### config.mk
export PLATFORM = sky130hd
export DESIGN_NAME = mem_stage
export DESIGN_NICKNAME = d
export VERILOG_FILES = /design/src/rtl/mem_stage.sv
export SDC_FILE = /design/constraint.sdc
export NUM_CORES = 1
export LEC_CHECK = 0
export BUFFER_PORTS_ARGS = -buffer_cell sky130_fd_sc_hd__buf_2
export CORE_AREA = 2 2 236 238
export CTS_CLUSTER_SIZE = 12
export DETAILED_ROUTE_END_ITERATION = 12
export DIE_AREA = 0 0 238 240
export GPL_ROUTABILITY_DRIVEN = 0
export GPL_TIMING_DRIVEN = 0
export PLACE_DENSITY = 0.61
export SLEW_MARGIN = 0
export SYNTH_ARGS = -nofsm -noshare
export SYNTH_HDL_FRONTEND = slang
export SYNTH_SLANG_ARGS = --single-unit
### constraint.sdc
create_clock -name clk -period 4.87 [get_ports clk]
set_input_delay 0.974 -clock clk [delete_from_list [all_inputs] [get_ports clk]]
set_output_delay 0.974 -clock clk [all_outputs]
set_load 0.005 [all_outputs]
### src/rtl/mem_stage.sv
// MEM stage of the pipelined LEGv8 core: drives the multi-cycle data memory,
// owns NZCV, resolves branches and registers results toward MEM/WB and IF.
module mem_stage #(
   parameter int WORDSIZE    = 64,
   parameter int REGADDRSIZE = 5,
   parameter int FLAGSIZE    = 4
) (
   input  logic                   clk,
   input  logic                   rst_n,
   input  logic                   valid_in,
   input  logic [6:0]             control_in,
   input  logic [WORDSIZE-1:0]    branchpc_in,
   input  logic [WORDSIZE-1:0]    alures_in,
   input  logic [WORDSIZE-1:0]    movres_in,
   input  logic [WORDSIZE-1:0]    readreg2_in,
   input  logic [FLAGSIZE-1:0]    flags_in,
   input  logic [REGADDRSIZE-1:0] rd_in,
   output logic                   stall,
   output logic                   mem_req,
   output logic                   mem_we,
   output logic [WORDSIZE-1:0]    mem_addr,
   output logic [WORDSIZE-1:0]    mem_wdata,
   input  logic                   mem_ack,
   input  logic [WORDSIZE-1:0]    mem_rdata,
   output logic                   wb_valid,
   output logic                   wb_regwrite,
   output logic [REGADDRSIZE-1:0] wb_rd,
   output logic [WORDSIZE-1:0]    wb_data,
   output logic                   pc_take,
   output logic [WORDSIZE-1:0]    pc_target,
   output logic [FLAGSIZE-1:0]    flags,
   output logic [1:0]             state_dbg
);

   typedef enum logic [1:0] {
      IDLE = 2'd0,
      REQ  = 2'd1,
      DONE = 2'd2
   } state_t;

   state_t                   state_q, state_d;
   logic                     mem_req_q, mem_req_d;
   logic                     mem_we_q, mem_we_d;
   logic [WORDSIZE-1:0]      mem_addr_q, mem_addr_d;
   logic [WORDSIZE-1:0]      mem_wdata_q, mem_wdata_d;
   logic [WORDSIZE-1:0]      rdata_q, rdata_d;
   logic                     wb_valid_q, wb_valid_d;
   logic                     wb_regwrite_q, wb_regwrite_d;
   logic [REGADDRSIZE-1:0]   wb_rd_q, wb_rd_d;
   logic [WORDSIZE-1:0]      wb_data_q, wb_data_d;
   logic                     pc_take_q, pc_take_d;
   logic [WORDSIZE-1:0]      pc_target_q, pc_target_d;
   logic [FLAGSIZE-1:0]      flags_q, flags_d;

   logic regwrite, movsel, memread, memwrite, condbr, uncondbr, setflags;
   logic memop, advance, taken;

   // ARMv8 condition evaluation; NV (4'hF) is treated as always.
   function automatic logic cond_pass(input logic [3:0] cc, input logic [FLAGSIZE-1:0] f);
      logic n, z, c, v, r;
      n = f[3];
      z = f[2];
      c = f[1];
      v = f[0];
      case (cc[3:1])
         3'd0:    r = z;
         3'd1:    r = c;
         3'd2:    r = n;
         3'd3:    r = v;
         3'd4:    r = c & ~z;
         3'd5:    r = (n == v);
         3'd6:    r = ~z & (n == v);
         default: r = 1'b1;
      endcase
      if (cc[0] && cc[3:1] != 3'd7) r = ~r;
      return r;
   endfunction

   // Memory handshake: mem_req rises with address/data/we and holds them
   // stable until the one-cycle mem_ack, which is only honoured while in REQ.
   always_comb begin
      regwrite = control_in[6];
      movsel   = control_in[5];
      memread  = control_in[4];
      memwrite = control_in[3];
      condbr   = control_in[2];
      uncondbr = control_in[1];
      setflags = control_in[0];

      memop   = valid_in & (memread | memwrite);
      stall   = memop & (state_q != DONE);
      advance = valid_in & ~stall;
      taken   = uncondbr | (condbr & cond_pass(rd_in[3:0], flags_q));

      state_d       = state_q;
      mem_req_d     = mem_req_q;
      mem_we_d      = mem_we_q;
      mem_addr_d    = mem_addr_q;
      mem_wdata_d   = mem_wdata_q;
      rdata_d       = rdata_q;
      wb_rd_d       = wb_rd_q;
      wb_data_d     = wb_data_q;
      pc_target_d   = pc_target_q;
      flags_d       = flags_q;

      case (state_q)
         IDLE: begin
            if (memop) begin
               mem_addr_d  = alures_in;
               mem_wdata_d = readreg2_in;
               mem_we_d    = memwrite;
               mem_req_d   = 1'b1;
               state_d     = REQ;
            end
         end
         REQ: begin
            if (mem_ack) begin
               rdata_d   = mem_rdata;
               mem_req_d = 1'b0;
               state_d   = DONE;
            end
         end
         DONE:    state_d = IDLE;
         default: state_d = IDLE;
      endcase

      wb_valid_d    = advance;
      wb_regwrite_d = advance & regwrite;
      pc_take_d     = advance & taken;
      if (advance) begin
         wb_rd_d = rd_in;
         if (memread && !memwrite) wb_data_d = rdata_q;
         else if (movsel)          wb_data_d = movres_in;
         else                      wb_data_d = alures_in;
      end
      if (advance && taken)    pc_target_d = branchpc_in;
      if (advance && setflags) flags_d     = flags_in;
   end

   always_ff @(posedge clk) begin
      if (!rst_n) begin
         state_q       <= IDLE;
         mem_req_q     <= 1'b0;
         mem_we_q      <= 1'b0;
         mem_addr_q    <= '0;
         mem_wdata_q   <= '0;
         rdata_q       <= '0;
         wb_valid_q    <= 1'b0;
         wb_regwrite_q <= 1'b0;
         wb_rd_q       <= '0;
         wb_data_q     <= '0;
         pc_take_q     <= 1'b0;
         pc_target_q   <= '0;
         flags_q       <= '0;
      end else begin
         state_q       <= state_d;
         mem_req_q     <= mem_req_d;
         mem_we_q      <= mem_we_d;
         mem_addr_q    <= mem_addr_d;
         mem_wdata_q   <= mem_wdata_d;
         rdata_q       <= rdata_d;
         wb_valid_q    <= wb_valid_d;
         wb_regwrite_q <= wb_regwrite_d;
         wb_rd_q       <= wb_rd_d;
         wb_data_q     <= wb_data_d;
         pc_take_q     <= pc_take_d;
         pc_target_q   <= pc_target_d;
         flags_q       <= flags_d;
      end
   end

   assign mem_req     = mem_req_q;
   assign mem_we      = mem_we_q;
   assign mem_addr    = mem_addr_q;
   assign mem_wdata   = mem_wdata_q;
   assign wb_valid    = wb_valid_q;
   assign wb_regwrite = wb_regwrite_q;
   assign wb_rd       = wb_rd_q;
   assign wb_data     = wb_data_q;
   assign pc_take     = pc_take_q;
   assign pc_target   = pc_target_q;
   assign flags       = flags_q;
   assign state_dbg   = state_q;

endmodule

==> impl_table.tex, run 1 <==
\begin{tabular}{lr}
\hline
Metric & Value \\
\hline
\multicolumn{2}{l}{\textbf{Run status}} \\
\quad Status & finished, final reports clean \\
\multicolumn{2}{l}{\textbf{Timing}} \\
\quad Final setup vio count & 0 \\
\quad Worst hold slack across all endpoints & roughly 0.45 ns \\
\quad Worst slew margin relative to its limit & roughly 17\% \\
\quad Transition time at the pin with the least slew margin & 1.24 ns \\
\quad Fin Clk Skew & 0.0200 ns \\
\quad Final hold vios & 0 \\
\quad Minimum clock period after layout & between 2 and 3 ns \\
\quad RSZ-0062 raised after global routing & no \\
\quad Total negative slack & 0 ns \\
\quad Maximum operating frequency & $\sim$0.35 GHz \\
\quad Final clock period utilization by the worst path & a little under 60\% \\
\quad Max-slew violation count & 0 \\
\multicolumn{2}{l}{\textbf{Critical path}} \\
\quad Highest net fanout along the worst path & 10 \\
\quad Count of buffer and inverter cells on the critical path & 4 \\
\quad Kind of cell with the highest combined delay on the critical path & buffers and inverters \\
\quad Required time reported for the critical path endpoint & 5.35 ns \\
\quad Cell seen most often among critical-path stages & clkbuf\_1 \\
\quad FF-to-FF Start & state\_dbg[1]\$\_SDFFE\_PN0P\_ \\
\quad Slowest library cell on the worst path & clkbuf\_1 \\
\quad Endpoint class of the critical path & flip-flop \\
\quad FF-to-FF path depth & 7 \\
\quad Max incr delay on CP & between 0.7 and 0.8 ns \\
\quad Type of the setup path with the least slack & input pin to flip-flop \\
\quad Critical path launch point type & input pin \\
\quad Critical path cell sequence & buf\_2 -> o21ai\_1 -> or3\_1 -> clkbuf\_1 -> clkbuf\_1 -> clkbuf\_1 -> nand2\_1 -> a21boi\_0 \\
\quad Reg-to-Reg End & pc\_target[3]\$\_SDFFE\_PN0P\_ \\
\quad Slack of the worst reg-to-reg path & 2.18 ns \\
\quad Arrival time worst endpoint & approximately 3.4 ns \\
\multicolumn{2}{l}{\textbf{Clocking}} \\
\quad Sinks on Clock Net & about 340 \\
\quad Max clock buf depth & 3 \\
\quad Post-CTS setup-driven buffer insertion count & 0 \\
\quad TritonCTS clock tree & yes \\
\quad Resized cells post-CTS & 0 \\
\quad Clock transition at the registers of the reported paths & 0.06 ns \\
\quad TritonCTS buffer count & 41 \\
\quad Deepest level of the CTS H-tree & 2 \\
\quad Buffer type at the clock tree root & clkbuf\_16 \\
\quad Hold-fix buffer count after cts & 0 \\
\quad Later-pin clock latency in the skew report & 0.57 ns \\
\multicolumn{2}{l}{\textbf{Final layout}} \\
\quad Cell Count, Final, Fillers Out & 3422 \\
\quad Multi-input combinational cell area & between 0.008 and 0.009 mm\^{}2 \\
\quad Net total in the final layout & between 3000 and 4000 \\
\quad Fill cell total of the finished layout & slightly below 6000 \\
\quad Combined flip-flop and latch cell area & approximately 0.0067 mm\^{}2 \\
\quad Leading cell type in the layout, fill and taps excluded & buf\_2 \\
\quad Synthesis-to-layout area growth & 32.9\% \\
\quad Leading cell types in the layout, fill and taps excluded & buf\_2, nand2\_1, dfxtp\_1 \\
\quad Layout cell share with drive strength beyond 1 & a little over a quarter \\
\quad Final core area utilization & a little under 40\% \\
\multicolumn{2}{l}{\textbf{Power and ir drop}} \\
\quad Power per standard cell area & 330 mW/mm\^{}2 \\
\quad Internal power contribution & around 5.1 mW \\
\quad Gate power share & roughly 15\% \\
\quad Relative contribution of sequential cells to total power & between 40\% and 50\% \\
\quad Switching fraction of total power & between 20\% and 30\% \\
\quad Power spent charging and discharging nets & a little under 2 mW \\
\quad Total design power & 7.07 mW \\
\quad Static Leakage & between 8 and 9 nW \\
\quad Part of the total power dissipated in the clock network & 43.6\% \\
\quad Max VDD drop & 0.258 mV \\
\multicolumn{2}{l}{\textbf{Drt}} \\
\quad 1st-iter DRT viols & approximately 1300 \\
\quad Vias/cell & around 5.1 \\
\quad Number of vias in the routed layout & 17325 \\
\quad DRC Markers & 0 \\
\quad DRT Pass-1 Iters & 7 \\
\quad DRT antenna net count & 0 \\
\quad Post-Route WL & a little under 70000 um \\
\quad WL/cell & around 20 um \\
\multicolumn{2}{l}{\textbf{Logic synthesis}} \\
\quad Post-synthesis register bit count & roughly 340 \\
\quad Synthesis warning total & 0 \\
\quad Ys flop type & dfxtp\_1 \\
\quad Proportion of register bits with asynchronous set or reset after synthesis & 0\% \\
\quad Average cell area after synthesis & roughly 8 um\^{}2 \\
\quad Synth cell types & 41 \\
\quad Post-synthesis cell count & roughly 2000 \\
\quad Seq/Total Area, Yosys & a little over two fifths \\
\quad Number of enable flip-flop cells after synthesis & 0 \\
\quad Number of nets in the synthesized netlist & around 2400 \\
\quad Post-synthesis instance area & approximately 0.016 mm\^{}2 \\
\multicolumn{2}{l}{\textbf{Place}} \\
\quad DP Wirelength & between 50000 and 60000 um \\
\quad Total placed cells including tap cells & around 3300 \\
\quad Number of buffers inserted by port buffering & roughly 600 \\
\multicolumn{2}{l}{\textbf{Global route}} \\
\quad Global-route wire length before repair & about 100000 um \\
\quad Global-route usage over all layers & between 20\% and 30\% \\
\quad Global route total overflow & 0 \\
\quad Pin count of the biggest net entering global routing & 13 \\
\quad Initial antenna violation count & 7 \\
\quad Number of global-route vias before repair & $\sim$16000 \\
\multicolumn{2}{l}{\textbf{Floorplanning}} \\
\quad Area of the die & about 0.057 mm\^{}2 \\
\quad Effective utilization at floorplan & $\sim$29\% \\
\quad Count of standard-cell rows & between 80 and 90 \\
\quad Vert. Die Dim & between 200 and 250 um \\
\quad Area of the core region & between 0.05 and 0.06 mm\^{}2 \\
\quad Horizontal extent of the die & between 200 and 250 um \\
\quad Ports & between 600 and 700 \\
\multicolumn{2}{l}{\textbf{Run}} \\
\quad MaxCap Viol Count & 0 \\
\multicolumn{2}{l}{\textbf{Hold path}} \\
\quad Worst Hold End & mem\_addr[7]\$\_SDFFE\_PN0P\_ \\
\quad Hold path startpoint & mem\_addr[7]\$\_SDFFE\_PN0P\_ \\
\quad Hold path cells & 2 \\
\quad Worst hold-check path type & flip-flop to flip-flop \\
\hline
\end{tabular}
[stage by stage]
step / worst slack [ns] / cell area, um^2
finish: 1.98 / 21400
global route: 1.80 / 21400
CTS: 1.90 / 21400
detailed placement: 1.33 / 20000
global placement: 1.34 / 20000
floorplan: 2.27 / 16100
[power by group through the flow]
stage	logic (mW)	clock network, mW	registers (mW)
after detailed placement	1.03	0	3.01
after global routing	1.13	3.26	2.96
after floorplan	0.502	0	3.02
after global placement	1.03	0	3.01
after CTS	1.03	3.16	2.95
final	1.03	3.08	2.95
[final cells by class]
type	instances	share of cell area [%]
inverters	1	0.0175
well taps	704	4.12
repair buffers	609	14.2
multi-input cells	1478	39.2
flip-flops and latches	336	31.4
clock buffers	64	5.81
clock inverters	12	0.561
plain buffers	214	4.56
diodes	4	0.0468
[worst register-to-register path, cell delays in order (launching register included)]
cell and delay (ns):
dfxtp_1 0.35, nor2b_1 0.19, o221ai_2 0.41, clkbuf_1 0.47, buf_1 0.45, nor4_1 0.11
a221oi_1 0.45, o21ai_1 0.12
[registers in the layout (all words and copies together) (netlist names)]
name	flops
mem_addr	64
mem_wdata	64
pc_target	64
rdata_q	64
wb_data	64
wb_rd	5
flags	4
state_dbg	2
mem_req	1
mem_we	1
pc_take	1
wb_regwrite	1
wb_valid	1
[cell usage after synthesis, drive strengths merged (3+ instances only)]
master  number  area share [%]
a21boi     267              12
nor4        64             2.5
nor3        65             2.0
o21ai       67             2.1
mux2i       64             4.0
nand3       68             2.1
nor2b        3            0.12
dfxtp      336              42
nand2      596              14
buf         50             2.2
a221oi      64             4.6
clkbuf     164             3.8
nand4       64             2.5
nor2        68             1.6
o211ai      64             3.0
[metal layers]
metal / track usage (%) / share of wire, % / up-vias
met1: 28.5 / 43 / 8093
met5: 0 / 0.099 / -
met4: 6.38 / 2.4 / 10
li1: - / - / 8451
met3: 5.52 / 7.5 / 108
met2: 38.5 / 47 / 663
[logic make-up (layout without fill, tap and decap cells)]
kind of cell	after synthesis	after routing	share of synthesized area, %
AOI/OAI and AO/OA	470	470	22.6
xor gates and xnor gates	2	2	0.109
buffers and inverters	215	900	6.08
DFF	336	336	41.8
muxes	65	65	4.12
other	0	4	0
and+or+nand+nor	941	941	25.3
[worst max-delay path by stage]
stage                                       to  slack, ns  cells past startpoint           from
global route         mem_addr[11]$_SDFFE_PN0P_       1.80                      8  control_in[3]
detailed placement   mem_addr[12]$_SDFFE_PN0P_       1.33                      8  control_in[3]
finish               mem_addr[11]$_SDFFE_PN0P_       1.98                      8  control_in[3]
floorplan           pc_target[43]$_SDFFE_PN0P_       2.27                      7       rd_in[1]
CTS                  mem_addr[11]$_SDFFE_PN0P_       1.90                      8  control_in[3]
global placement     mem_addr[11]$_SDFFE_PN0P_       1.34                      8  control_in[3]
(Power assumes the default switching activity.)
==> inputs of run 2 (changes only) <==
--- a/config.mk
+++ b/config.mk
@@ -5,14 +5,15 @@
 export SDC_FILE = /design/constraint.sdc
 export NUM_CORES = 1
 export LEC_CHECK = 0
+export ABC_AREA = 1
 export BUFFER_PORTS_ARGS = -buffer_cell sky130_fd_sc_hd__buf_2
-export CORE_AREA = 2 2 236 238
+export CORE_AREA = 2 2 238 240
 export CTS_CLUSTER_SIZE = 12
 export DETAILED_ROUTE_END_ITERATION = 12
-export DIE_AREA = 0 0 238 240
+export DIE_AREA = 0 0 240 242
 export GPL_ROUTABILITY_DRIVEN = 0
 export GPL_TIMING_DRIVEN = 0
-export PLACE_DENSITY = 0.61
+export PLACE_DENSITY = 0.55
 export SLEW_MARGIN = 0
 export SYNTH_ARGS = -nofsm -noshare
 export SYNTH_HDL_FRONTEND = slang
==> constraint.sdc (replaced) <==
create_clock -name clk -period 2.9 [get_ports clk]
set_input_delay 0.58 -clock clk [delete_from_list [all_inputs] [get_ports clk]]
set_output_delay 0.58 -clock clk [all_outputs]
set_load 0.005 [all_outputs]
==> run 2 against run 1 <==
Hold slack worse by 0.19 ns. Non-clock buffer count is 63 lower. Sequential share of layout area increased by 3.9 points. Clock skew decreased by 0.0058 ns. Global-route usage fell by 2.5 points. Via count shrank 14%. Critical path type unchanged. Critical endpoint is now mem_addr[17]$_SDFFE_PN0P_.
==> impl_table.tex, run 2 <==
\begin{tabular}{lr}
\hline
Metric & Value \\
\hline
\multicolumn{2}{l}{\textbf{Run status}} \\
\quad Status & finished, final reports clean \\
\multicolumn{2}{l}{\textbf{Critical path}} \\
\quad Count of buffer and inverter cells on the critical path & 3 \\
\quad Slowest library cell on the worst path & clkbuf\_1 \\
\quad Arrival time worst endpoint & 3.02 ns \\
\quad FF-to-FF Start & state\_dbg[0]\$\_SDFFE\_PN0P\_ \\
\quad Max incr delay on CP & slightly above 0.9 ns \\
\quad Endpoint class of the critical path & flip-flop \\
\quad Slack of the worst reg-to-reg path & approximately 0.60 ns \\
\quad FF-to-FF path depth & 6 \\
\quad Cell seen most often among critical-path stages & clkbuf\_1 \\
\quad Critical path cell sequence & clkbuf\_1 -> clkbuf\_1 -> clkbuf\_1 -> o21ai\_0 -> nor2\_1 \\
\quad Critical path launch point type & input pin \\
\quad Reg-to-Reg End & rdata\_q[59]\$\_SDFFE\_PN0P\_ \\
\quad Type of the setup path with the least slack & input pin to flip-flop \\
\quad Required time reported for the critical path endpoint & around 3.4 ns \\
\quad Kind of cell with the highest combined delay on the critical path & buffers and inverters \\
\quad Highest net fanout along the worst path & 10 \\
\multicolumn{2}{l}{\textbf{Timing}} \\
\quad Max-slew violation count & 0 \\
\quad Transition time at the pin with the least slew margin & around 1.2 ns \\
\quad Maximum operating frequency & between 0.3 and 0.4 GHz \\
\quad Worst hold slack across all endpoints & between 0.2 and 0.3 ns \\
\quad Worst slew margin relative to its limit & a little over a fifth \\
\quad Fin Clk Skew & 0.0142 ns \\
\quad Total negative slack & 0 ns \\
\quad RSZ-0062 raised after global routing & no \\
\quad Final setup vio count & 0 \\
\quad Final clock period utilization by the worst path & approximately 87\% \\
\quad Minimum clock period after layout & 2.54 ns \\
\quad Final hold vios & 0 \\
\multicolumn{2}{l}{\textbf{Logic synthesis}} \\
\quad Ys flop type & dfxtp\_1 \\
\quad Number of enable flip-flop cells after synthesis & 0 \\
\quad Synth cell types & 21 \\
\quad Proportion of register bits with asynchronous set or reset after synthesis & 0\% \\
\quad Post-synthesis cell count & $\sim$1800 \\
\quad Top-area cell type share of the netlist area & about half \\
\quad Synthesis warning total & 0 \\
\quad Average cell area after synthesis & approximately 7.7 um\^{}2 \\
\quad Leading cell type by number of instances after synthesis & nor2\_1 \\
\quad Yosys top cell by area & dfxtp\_1 \\
\quad Post-synthesis register bit count & around 340 \\
\quad Number of nets in the synthesized netlist & around 2100 \\
\quad Synth top area cells & dfxtp\_1, nor2\_1, a21oi\_1, o21ai\_0, mux2i\_1 \\
\quad Commonest cells in the synthesized netlist & nor2\_1, dfxtp\_1, a21oi\_1, o21ai\_0, nand2\_1 \\
\quad Post-synthesis instance area & between 0.01 and 0.015 mm\^{}2 \\
\quad Seq/Total Area, Yosys & 49.0\% \\
\multicolumn{2}{l}{\textbf{Drt}} \\
\quad DRT Pass-1 Iters & 6 \\
\quad Number of vias in the routed layout & between 10000 and 15000 \\
\quad 1st-iter DRT viols & between 900 and 1000 \\
\quad Vias/cell & 4.63 \\
\quad DRC Markers & 0 \\
\quad DRT antenna net count & 0 \\
\quad Post-Route WL & 61100 um \\
\quad WL/cell & roughly 19 um \\
\multicolumn{2}{l}{\textbf{Place}} \\
\quad Number of buffers inserted by port buffering & 610 \\
\quad DP Wirelength & about 47000 um \\
\quad Total placed cells including tap cells & 3151 \\
\multicolumn{2}{l}{\textbf{Global route}} \\
\quad Pin count of the biggest net entering global routing & 13 \\
\quad Global-route usage over all layers & between 20\% and 30\% \\
\quad GR met1 Demand/Resource & around 25\% \\
\quad Most Used Layer, Global Route & met2 \\
\quad Met3 global-route usage & roughly 4.0\% \\
\quad Number of global-route vias before repair & approximately 15000 \\
\quad Global route total overflow & 0 \\
\quad Initial antenna violation count & 6 \\
\quad Routing usage on met2 & roughly a third \\
\quad Global-route wire length before repair & around 90000 um \\
\multicolumn{2}{l}{\textbf{Hold path}} \\
\quad Worst hold-check path type & input pin to flip-flop \\
\quad Hold path cells & 3 \\
\quad Worst Hold End & mem\_wdata[53]\$\_SDFFE\_PN0P\_ \\
\quad Hold path startpoint & readreg2\_in[53] \\
\multicolumn{2}{l}{\textbf{Run}} \\
\quad MaxCap Viol Count & 0 \\
\multicolumn{2}{l}{\textbf{Clocking}} \\
\quad TritonCTS buffer count & 39 \\
\quad TritonCTS clock tree & yes \\
\quad Resized cells post-CTS & 0 \\
\quad Post-CTS setup-driven buffer insertion count & 0 \\
\quad Buffer type at the clock tree root & clkbuf\_16 \\
\quad Later-pin clock latency in the skew report & 0.55 ns \\
\quad Clock transition at the registers of the reported paths & approximately 0.06 ns \\
\quad Deepest level of the CTS H-tree & 2 \\
\quad Hold-fix buffer count after cts & 0 \\
\quad Max clock buf depth & 3 \\
\quad Sinks on Clock Net & 336 \\
\multicolumn{2}{l}{\textbf{Floorplanning}} \\
\quad Count of standard-cell rows & 87 \\
\quad Horizontal extent of the die & $\sim$240 um \\
\quad Effective utilization at floorplan & 24.6\% \\
\quad Area of the die & about 0.058 mm\^{}2 \\
\quad Ports & roughly 610 \\
\quad Area of the core region & 0.0557 mm\^{}2 \\
\quad Vert. Die Dim & between 200 and 250 um \\
\multicolumn{2}{l}{\textbf{Final layout}} \\
\quad Layout cell share with drive strength beyond 1 & between 30\% and 40\% \\
\quad Leading cell types in the layout, fill and taps excluded & buf\_2, nor2\_1, dfxtp\_1 \\
\quad Synthesis-to-layout area growth & 38.9\% \\
\quad Net total in the final layout & 2776 \\
\quad Leading cell type in the layout, fill and taps excluded & buf\_2 \\
\quad Cell Count, Final, Fillers Out & 3225 \\
\quad Fill cell total of the finished layout & around 6100 \\
\quad Final core area utilization & 34.2\% \\
\quad Combined flip-flop and latch cell area & between 0.006 and 0.007 mm\^{}2 \\
\quad Multi-input combinational cell area & roughly 0.0060 mm\^{}2 \\
\multicolumn{2}{l}{\textbf{Power and ir drop}} \\
\quad Power per standard cell area & 642 mW/mm\^{}2 \\
\quad Switching fraction of total power & 27.7\% \\
\quad Static Leakage & 9.25 nW \\
\quad Gate power share & 15.7\% \\
\quad Power spent charging and discharging nets & 3.39 mW \\
\quad Max VDD drop & $\sim$0.4 mV \\
\quad Internal power contribution & a little under 9 mW \\
\quad Part of the total power dissipated in the clock network & a little over two fifths \\
\quad Relative contribution of sequential cells to total power & between 40\% and 50\% \\
\hline
\end{tabular}
run 2: worst max path at each step:
stage	slack, ns	to	cells past startpoint	from
floorplan	1.07	pc_target[54]$_SDFFE_PN0P_	11	control_in[3]
global placement	-0.29	mem_addr[16]$_SDFFE_PN0P_	5	rst_n
detailed placement	-0.36	mem_addr[15]$_SDFFE_PN0P_	5	rst_n
CTS	0.22	mem_addr[17]$_SDFFE_PN0P_	5	rst_n
global route	0.14	mem_addr[2]$_SDFFE_PN0P_	5	rst_n
finish	0.36	mem_addr[17]$_SDFFE_PN0P_	5	rst_n
run 2: cell type report:
| type | instances | share of cell area, % |
|---|---|---|
| diodes | 6 | 0.0787 |
| plain buffers | 150 | 3.67 |
| clock buffers | 57 | 6.12 |
| clock inverters | 11 | 0.833 |
| inverters | 80 | 1.57 |
| multi-input cells | 1219 | 31.5 |
| flip-flops and latches | 336 | 35.3 |
| well taps | 756 | 4.96 |
| repair buffers | 610 | 16.0 |
run 2: power by group through the flow:
| stage | clock [mW] | sequential, mW | combinational [mW] |
|---|---|---|---|
| floorplan | 0 | 5.24 | 0.895 |
| finish | 5.17 | 5.14 | 1.92 |
| CTS | 5.29 | 5.14 | 1.94 |
| global placement | 0 | 5.22 | 1.92 |
| global route | 5.48 | 5.17 | 2.13 |
| detailed placement | 0 | 5.23 | 1.94 |
run 2: cell families after synthesis:
group / after synthesis / share of synthesized area [%]
compound gates: 467 / 17.0
mux: 64 / 4.67
buf+inv: 230 / 7.28
xor+xnor: 1 / 0.0638
simple gates: 687 / 21.9
flops: 336 / 49.0
run 2: through the flow:
step           setup slack [ns]  power, mW  cell area, um^2
2_1_floorplan              1.07       6.14            13700
3_3_place_gp             -0.290       7.14            17700
3_5_place_dp             -0.359       7.17            17700
4_1_cts                   0.220       12.4            19100
5_1_grt                   0.140       12.8            19100
6_report                  0.363       12.2            19100
run 2: layer usage:
layer	vias to the layer above	share of wire (%)
met4	0	3.1
met2	585	48
met3	104	6.6
met5	-	0
met1	7053	42
li1	7194	-
run 2: worst min-delay path: cells and delay by family:
kind | cells | cell delay (ns)
simple gates | 2 | 0.11
buf+inv | 1 | 0.08
